==> src/rtl/irq_ctrl.sv <==
// irq_ctrl: 8-source latching/masking/prioritising interrupt controller; IRQ_CTRL_ROTATE_EN enables rotating priority
module irq_ctrl #(
    parameter int         NUM_SRC  = 8,
    parameter logic [7:0] MODE_RST = 8'h00
) (
    input  logic       clk,
    input  logic       rst,
    input  logic [2:0] AD,
    input  logic [7:0] DI,
    output logic [7:0] DO,
    input  logic       rw,
    input  logic       cs,
    input  logic [7:0] irq_in,
    output logic       irq
);
    localparam logic [8:0] IMPL_W = (9'd1 << NUM_SRC) - 9'd1;
    localparam logic [7:0] IMPL   = IMPL_W[7:0];
    logic [7:0] pending, mask, mode, prev, eligible, clr, pending_nxt;
    logic [2:0] ptr, idx, j;
    logic       act, wr_en, found;
    assign wr_en = cs & ~rw;
    assign clr = mode & (!wr_en ? 8'h00 : AD == 3'd0 ? DI : AD == 3'd3 ? 8'h01 << DI[2:0] : 8'h00);
    assign pending_nxt = IMPL & ((mode & ((pending & ~clr) | (irq_in & ~prev))) | (~mode & irq_in));
    assign eligible = pending & mask;
    assign act = |eligible;
    // first eligible source found scanning upward from ptr, wrapping modulo 8
    always_comb begin
        idx   = 3'd0;
        j     = 3'd0;
        found = 1'b0;
        for (int k = 0; k < 8; k++) begin
            j = ptr + 3'(k);
            if (!found && eligible[j]) begin
                idx   = j;
                found = 1'b1;
            end
        end
    end
    // request latching, control registers and the registered CPU irq
    always_ff @(posedge clk) begin
        if (!rst) begin
            pending <= 8'h00;
            mask    <= 8'h00;
            mode    <= MODE_RST;
            prev    <= 8'h00;
            irq     <= 1'b0;
        end else begin
            prev    <= irq_in;
            pending <= pending_nxt;
            irq     <= act;
            if (wr_en && AD == 3'd1) mask <= DI;
            if (wr_en && AD == 3'd2) mode <= DI;
        end
    end
`ifdef IRQ_CTRL_ROTATE_EN
    // any vector write moves the search start just past the acknowledged index
    always_ff @(posedge clk) begin
        if (!rst) ptr <= 3'd0;
        else if (wr_en && AD == 3'd3) ptr <= DI[2:0] + 3'd1;
    end
`else
    assign ptr = 3'd0;
`endif
    assign DO = AD == 3'd0 ? pending :
                AD == 3'd1 ? mask :
                AD == 3'd2 ? mode :
                AD == 3'd3 ? {act, 4'b0000, idx} :
                AD == 3'd4 ? {5'b00000, ptr} : 8'hFF;
endmodule

==> config.mk <==
export PLATFORM = sky130hd
export DESIGN_NAME = irq_ctrl
export DESIGN_NICKNAME = d
export VERILOG_FILES = /design/src/rtl/irq_ctrl.sv
export SDC_FILE = /design/constraint.sdc
export NUM_CORES = 1
export LEC_CHECK = 0
export BUFFER_PORTS_ARGS = -buffer_cell sky130_fd_sc_hd__buf_4
export CAP_MARGIN = 20
export CORE_MARGIN = 2
export CORE_UTILIZATION = 59
export CTS_CLUSTER_SIZE = 12
export DETAILED_ROUTE_END_ITERATION = 10
export MAX_ROUTING_LAYER = met4
export PLACE_DENSITY = 0.93
export SYNTH_ARGS = -nofsm -noshare
export SYNTH_HDL_FRONTEND = slang
export SYNTH_SLANG_ARGS = --single-unit
==> constraint.sdc <==
create_clock -name clk -period 3.5 [get_ports clk]
set_clock_uncertainty 0.05 [all_clocks]
set_input_delay 0.525 -clock clk [delete_from_list [all_inputs] [get_ports clk]]
set_output_delay 0.525 -clock clk [all_outputs]
set_load 0.01 [all_outputs]
==> results of run 1 <==
-- layout by cell type, fill, tap and decap left out, drive strengths merged, types with 4 or more instances in the layout --
| cell type | count |
|---|---|
| clkbuf | 6 |
| buf | 31 |
| a22o | 6 |
| nor2 | 4 |
| a21boi | 4 |
| dfxtp | 33 |
| nand2b | 6 |
| and2 | 10 |
| a22oi | 9 |
| o21ai | 5 |
| o211ai | 4 |
| nand2 | 13 |
| nor2b | 23 |
| nand3 | 10 |
| mux2i | 16 |
| a21oi | 9 |
-- per-stage QoR --
stage	utilization	total power [µW]
6_report	0.726	726
5_1_grt	0.726	756
4_1_cts	0.726	726
3_5_place_dp	0.705	514
3_3_place_gp	0.705	509
2_1_floorplan	-	464
-- layer usage --
metal | up-vias | GRT usage
li1 | 750 | -
met1 | 737 | 0.346
met2 | 69 | 0.459
met3 | 6 | 0.0747
met4 | 0 | 0.103
met5 | - | -
-- cell families after synthesis --
group / Yosys count / synth area share
buf+inv: 12 / 0.0358
compound gates: 53 / 0.232
flops: 33 / 0.378
mux: 17 / 0.0980
simple gates: 76 / 0.257
-- power groups by stage --
stage,Sequential [µW],Clock (µW),Combinational (µW)
finish,399,220,107
global route,400,239,117
CTS,398,221,107
detailed placement,407,0,107
global placement,406,0,103
floorplan,403,0,60.2
-- final timing paths --
| kind | end | slack (ns) | cells after the start |
|---|---|---|---|
| min reg2reg | pending[1] | 0.44 | 2 |
| max | DO[0] | 1.13 | 5 |
| max reg2reg | irq | 2.33 | 3 |
| min | prev[6] | 0.36 | 2 |
-- worst max-delay path: stages (launching register included) --
cell	delay, ns
dfxtp_1	0.38
a22oi_2	0.24
nand2_1	0.12
a211o_1	0.32
a221oi_2	0.26
buf_4	0.15
-- sequential cells by signal, summed over array words and instances, names as in the netlist --
register,cells
irq,1
prev,8
mode,8
pending,8
mask,8
-- final cells by class --
class	instances	share of cell area
multi-input cells	146	0.508
flip-flops and latches	33	0.327
repair buffers	31	0.115
clock buffers	6	0.0254
well taps	31	0.0192
clock inverters	1	0.00372
inverters	1	0.00186
==> impl_metrics.ini, run 1 <==
[die]
floorplan_die_width_um = 58.5
dieHeight_um = 58.5
floorplan.initialDensity = 0.629
coreArea_mm2 = 0.00278
design.die.area_mm2 = 0.00342
floorplan.io_pins = 32
row_count = 19

[pwr]
total_switching_power_uw = 189
clockPowerShare = 0.303
power.share.switching = 0.261
p_per_area_mw_per_mm2 = 359
vdd.ir_drop.worst_uv = 367
seq_power_share = 0.550
intPower_uw = 536
comb_power_share = 0.147
p_leak_uw = 0.000876

[finish]
num_antenna_cells = 0
nets = 241
regArea_um2 = 661
final_layout_size_suffix_gt1_frac = 0.216
post_route_cell_area_mm2 = 0.00202
final.fill_count = 204
multi_input_comb_area_mm2 = 0.00103
area_growth_pct = 15.5
fin_cells = 249

[cts]
clkSinkCount = 33
htree_num_levels = 2
postCtsResizedCells = 0
clock_root_buffer = clkbuf_4
holdBufCountCts = 0
clock_insertion_delay_worst_skew_ns = 0.33
tritoncts.num_buffers = 5
cts_buffer_depth = 2
cts.reportedPaths.clkPinSlew_ns = 0.11
tritoncts = yes
post-cts-setup-buffer-count = 0

[worst_setup_path]
worstSetupEndpointType = output port
critical_path.startpoint = pending[0]
crit_path_dat_ns = 1.80
critical_r2r_launch = mask[6]
worstSetupPathType = register to output port
path_max_fanout = 4
crit_path_start_kind = register
cp_data_required_time_ns = 2.92

[timing]
grt_setup_unrepaired = false
timing.slew.headroom = 0.604
setup_violations = 0
tightest_pin_transition_ns = 0.594
timing.setup.tns_ns = 0
pnr_worst_setup_slack_ns = 1.13
clock.fmax_ghz = 0.422
hold_viol = 0
timing_max_transition_violations_final = 0
timing.hold.ws_ns = 0.364
shortest_period_the_worst_path_allows_ns = 2.37
post-route-period-util = 0.678

[placed_design]
port_buffers = 31
dp_slack_ns = 1.40
detailed_place.area_mm2 = 0.00196
hpwl_mm = 3.20
routabilityCongestion = 0.929
placedCellCount = 242

[yosys]
asyncSetResetFlopFracSynth = 0
synth_ff_type = dfxtp_1
synth_area_leader_cell = dfxtp_1
synth_area_per_cell_um2 = 9.16
yosys-top-cells-count = 33 x dfxtp_1, 23 x nor2b_1, 16 x mux2i_1
ys_seq_elements = 33
netlist.area_leader.share = 0.378
synth-seq-area-share = 0.378
synth_cell_types = 40
postSynthNetCount = 214
post_synth_instance_area_mm2 = 0.00175
post_synth_main_area_contributors = dfxtp_1 38%, mux2i_1 9.2%, nor2b_1 8.2%
yosysWarnings = 0
synth.most_common_cell = dfxtp_1
synth_enable_flop_cells = 0
synth_cells = 191

[route]
detailedRoute.firstIterationViolations = 56
final_antenna_net_count = 0
met3WireLength_um = 319
drt_drc_violations_left = 0
top_layer = met4
vias = 1562
totalWireLength_mm = 4.28
drt_first_pass_iters = 4
post_drt_wl_per_cell_um = 17.2
dr_wl_met2_mm = 2.09
met1_length_mm = 1.82
avgViaCountPerCell = 6.27

[grt]
grt.total_usage = 0.286
grt_first_pass_wirelength_mm = 7.19
grt-ovfl-total = 0
grt_antenna_before_repair = 0
number_of_global_route_vias_before_repair = 1554
maximum_number_of_pins_on_one_net_before_global_route_repair = 34

[worst_hold_path]
min-delay-path-class = input port to register
min_from = irq_in[6]

[flow_run]
max_cap_violations = 0

[outcome]
outcome = finished, final reports clean
(Power assumes the default switching activity.)
==> inputs of run 2 (changes only) <==
Settings changed: ABC_AREA from default to 1, CORE_UTILIZATION 59 to 54, PLACE_DENSITY 0.93 to 0.87.
Clock period 3.5 ns to 2.32 ns, I/O delays scaled along.
==> impl_metrics.ini, run 2 <==
[timing]
timing.slew.headroom = 0.785
shortest_period_the_worst_path_allows_ns = 2.17
clock.fmax_ghz = 0.461
post-route-period-util = 0.936
tightest_pin_transition_ns = 0.321
hold_viol = 0
timing.setup.tns_ns = 0
setup_violations = 0
timing_max_transition_violations_final = 0
grt_setup_unrepaired = false

[cts]
cts.reportedPaths.clkPinSlew_ns = 0.10
htree_num_levels = 2
tritoncts = yes
clock_root_buffer = clkbuf_4
clkSinkCount = 33
holdBufCountCts = 0
clock_insertion_delay_worst_skew_ns = 0.33
tritoncts.num_buffers = 5
cts_buffer_depth = 2

[die]
floorplan.initialDensity = 0.562
floorplan.io_pins = 32
floorplan_die_width_um = 60.1
design.die.area_mm2 = 0.00362
dieHeight_um = 60.1
row_count = 20
coreArea_mm2 = 0.00303

[pwr]
vdd.ir_drop.worst_uv = 381
power_uw = 1110
p_leak_uw = 0.000982
p_per_area_mw_per_mm2 = 542

[yosys]
netlist.area_leader.share = 0.388
synth-seq-area-share = 0.388
synth-adder-area-share = 0
synth_cells = 265
synth_compound_gate_area_share = 0.189
asyncSetResetFlopFracSynth = 0
synth.most_common_cell = nand2_1
post_synth_main_area_contributors = dfxtp_1 39%, nand2_1 18%, o21ai_1 8.8%
synth_cell_types = 23
synth_area_per_cell_um2 = 6.42
synth_enable_flop_cells = 0
synth_top_family_by_area = simple AND/OR/NAND/NOR gates
yosysWarnings = 0
synth-simple-area-share = 0.332
post_synth_instance_area_mm2 = 0.00170
ys_seq_elements = 33
yosys-top-cells-count = 83 x nand2_1, 33 x dfxtp_1, 30 x o21ai_1
synth_ff_type = dfxtp_1
synth_area_leader_cell = dfxtp_1
synth_mux_area_frac = 0
postSynthNetCount = 288
yosys.area_share.xor_xnor = 0

[worst_hold_path]
hold_path_end = prev[6]
min_from = irq_in[6]
min-delay-path-class = input port to register
worstHoldPathCells = 3

[route]
post_drt_wl_per_cell_um = 11.9
avgViaCountPerCell = 5.10
detailedRoute.firstIterationViolations = 131
vias = 1760
drt_first_pass_iters = 4
drt_drc_violations_left = 0
final_antenna_net_count = 0
totalWireLength_mm = 4.12

[worst_setup_path]
crit_path_start_kind = register
path_max_fanout = 4
worstSetupEndpointType = output port
r2r-end = irq
worstSetupPathType = register to output port
worst_r2r_path_depth = 7
crit_path_dat_ns = 1.77
critical_r2r_launch = pending[0]
cp_data_required_time_ns = 1.92
rrSetupSlack_ns = 1.03

[grt]
grt-ovfl-total = 0
grt_first_pass_wirelength_mm = 6.91
grt_antenna_before_repair = 0
number_of_global_route_vias_before_repair = 1522
grt.total_usage = 0.264
maximum_number_of_pins_on_one_net_before_global_route_repair = 30

[placed_design]
placedCellCount = 337
port_buffers = 31
hpwl_mm = 3.17
routabilityCongestion = 0.937
detailed_place.area_mm2 = 0.00198

[outcome]
outcome = finished, final reports clean

[finish]
most-common-layout-cells = 83 x nand2_1, 35 x buf_4, 33 x dfxtp_1
post_route_cell_area_mm2 = 0.00205
layout_commonest_cell = nand2_1
fin_cells = 345
final_layout_size_suffix_gt1_frac = 0.193
num_antenna_cells = 0
area_growth_pct = 20.3
nets = 324

[flow_run]
max_cap_violations = 0
[run 2: how the worst max path moves through the flow]
stage	endpoint	depth (start not counted)	start
2_1_floorplan	DO[1]	11	pending[0]
3_3_place_gp	DO[6]	8	AD[0]
3_5_place_dp	DO[6]	8	AD[0]
4_1_cts	DO[0]	12	pending[0]
5_1_grt	DO[1]	12	pending[0]
6_report	DO[7]	10	pending[0]
[run 2: per-layer routing]
metal  wire length [µm]  GRT usage  share of wire
met1               1940      0.359           0.47
met2               1840      0.387           0.45
met3                290     0.0563          0.070
met4                 41     0.0921          0.010
met5                  0          -              0
[run 2: worst max-delay path: stages, from the launching register on]
cell and delay (ns):
dfxtp_1 0.35, nand2_1 0.12, nand2_1 0.08, nor2_2 0.17, nand3_1 0.10, nor2_2 0.13, buf_4 0.13, a21oi_1 0.05
o21ai_1 0.12, nand2_1 0.06, buf_4 0.14
[run 2: power by group]
group / switching (µW) / leakage, µW / internal [µW]
logic: 104 / 0.000680 / 81.9
clock network: 176 / 0.0000314 / 143
registers: 15.7 / 0.000271 / 588
total: 296 / 0.000982 / 813
[run 2: cell families after synthesis]
kind of cell	after synthesis
AOI/OAI and AO/OA	60
and+or+nand+nor	132
buffers and inverters	40
DFF	33
[run 2: area by class of cell]
| cell class | count | area [µm²] |
|---|---|---|
| fill | 262 | 981 |
| multi-input combinational | 192 | 886 |
| sequential | 33 | 661 |
| timing repair buffer | 35 | 263 |
| inverter | 34 | 128 |
| clock buffer | 7 | 55.1 |
| tap | 44 | 55.1 |
[run 2: timing repair]
action | CTS | global route
setup endpoints to repair | 0 | 2
setup buffers | 0 | 1
resized for setup | 0 | 0
[run 2: through the flow]
step            util  hold slack (ns)  worst slack (ns)
2_1_floorplan      -            0.396             0.772
3_3_place_gp   0.655            0.401             0.474
3_5_place_dp   0.655            0.410             0.444
4_1_cts        0.674            0.161             0.152
5_1_grt        0.676            0.162           0.00545
6_report       0.676            0.165             0.149
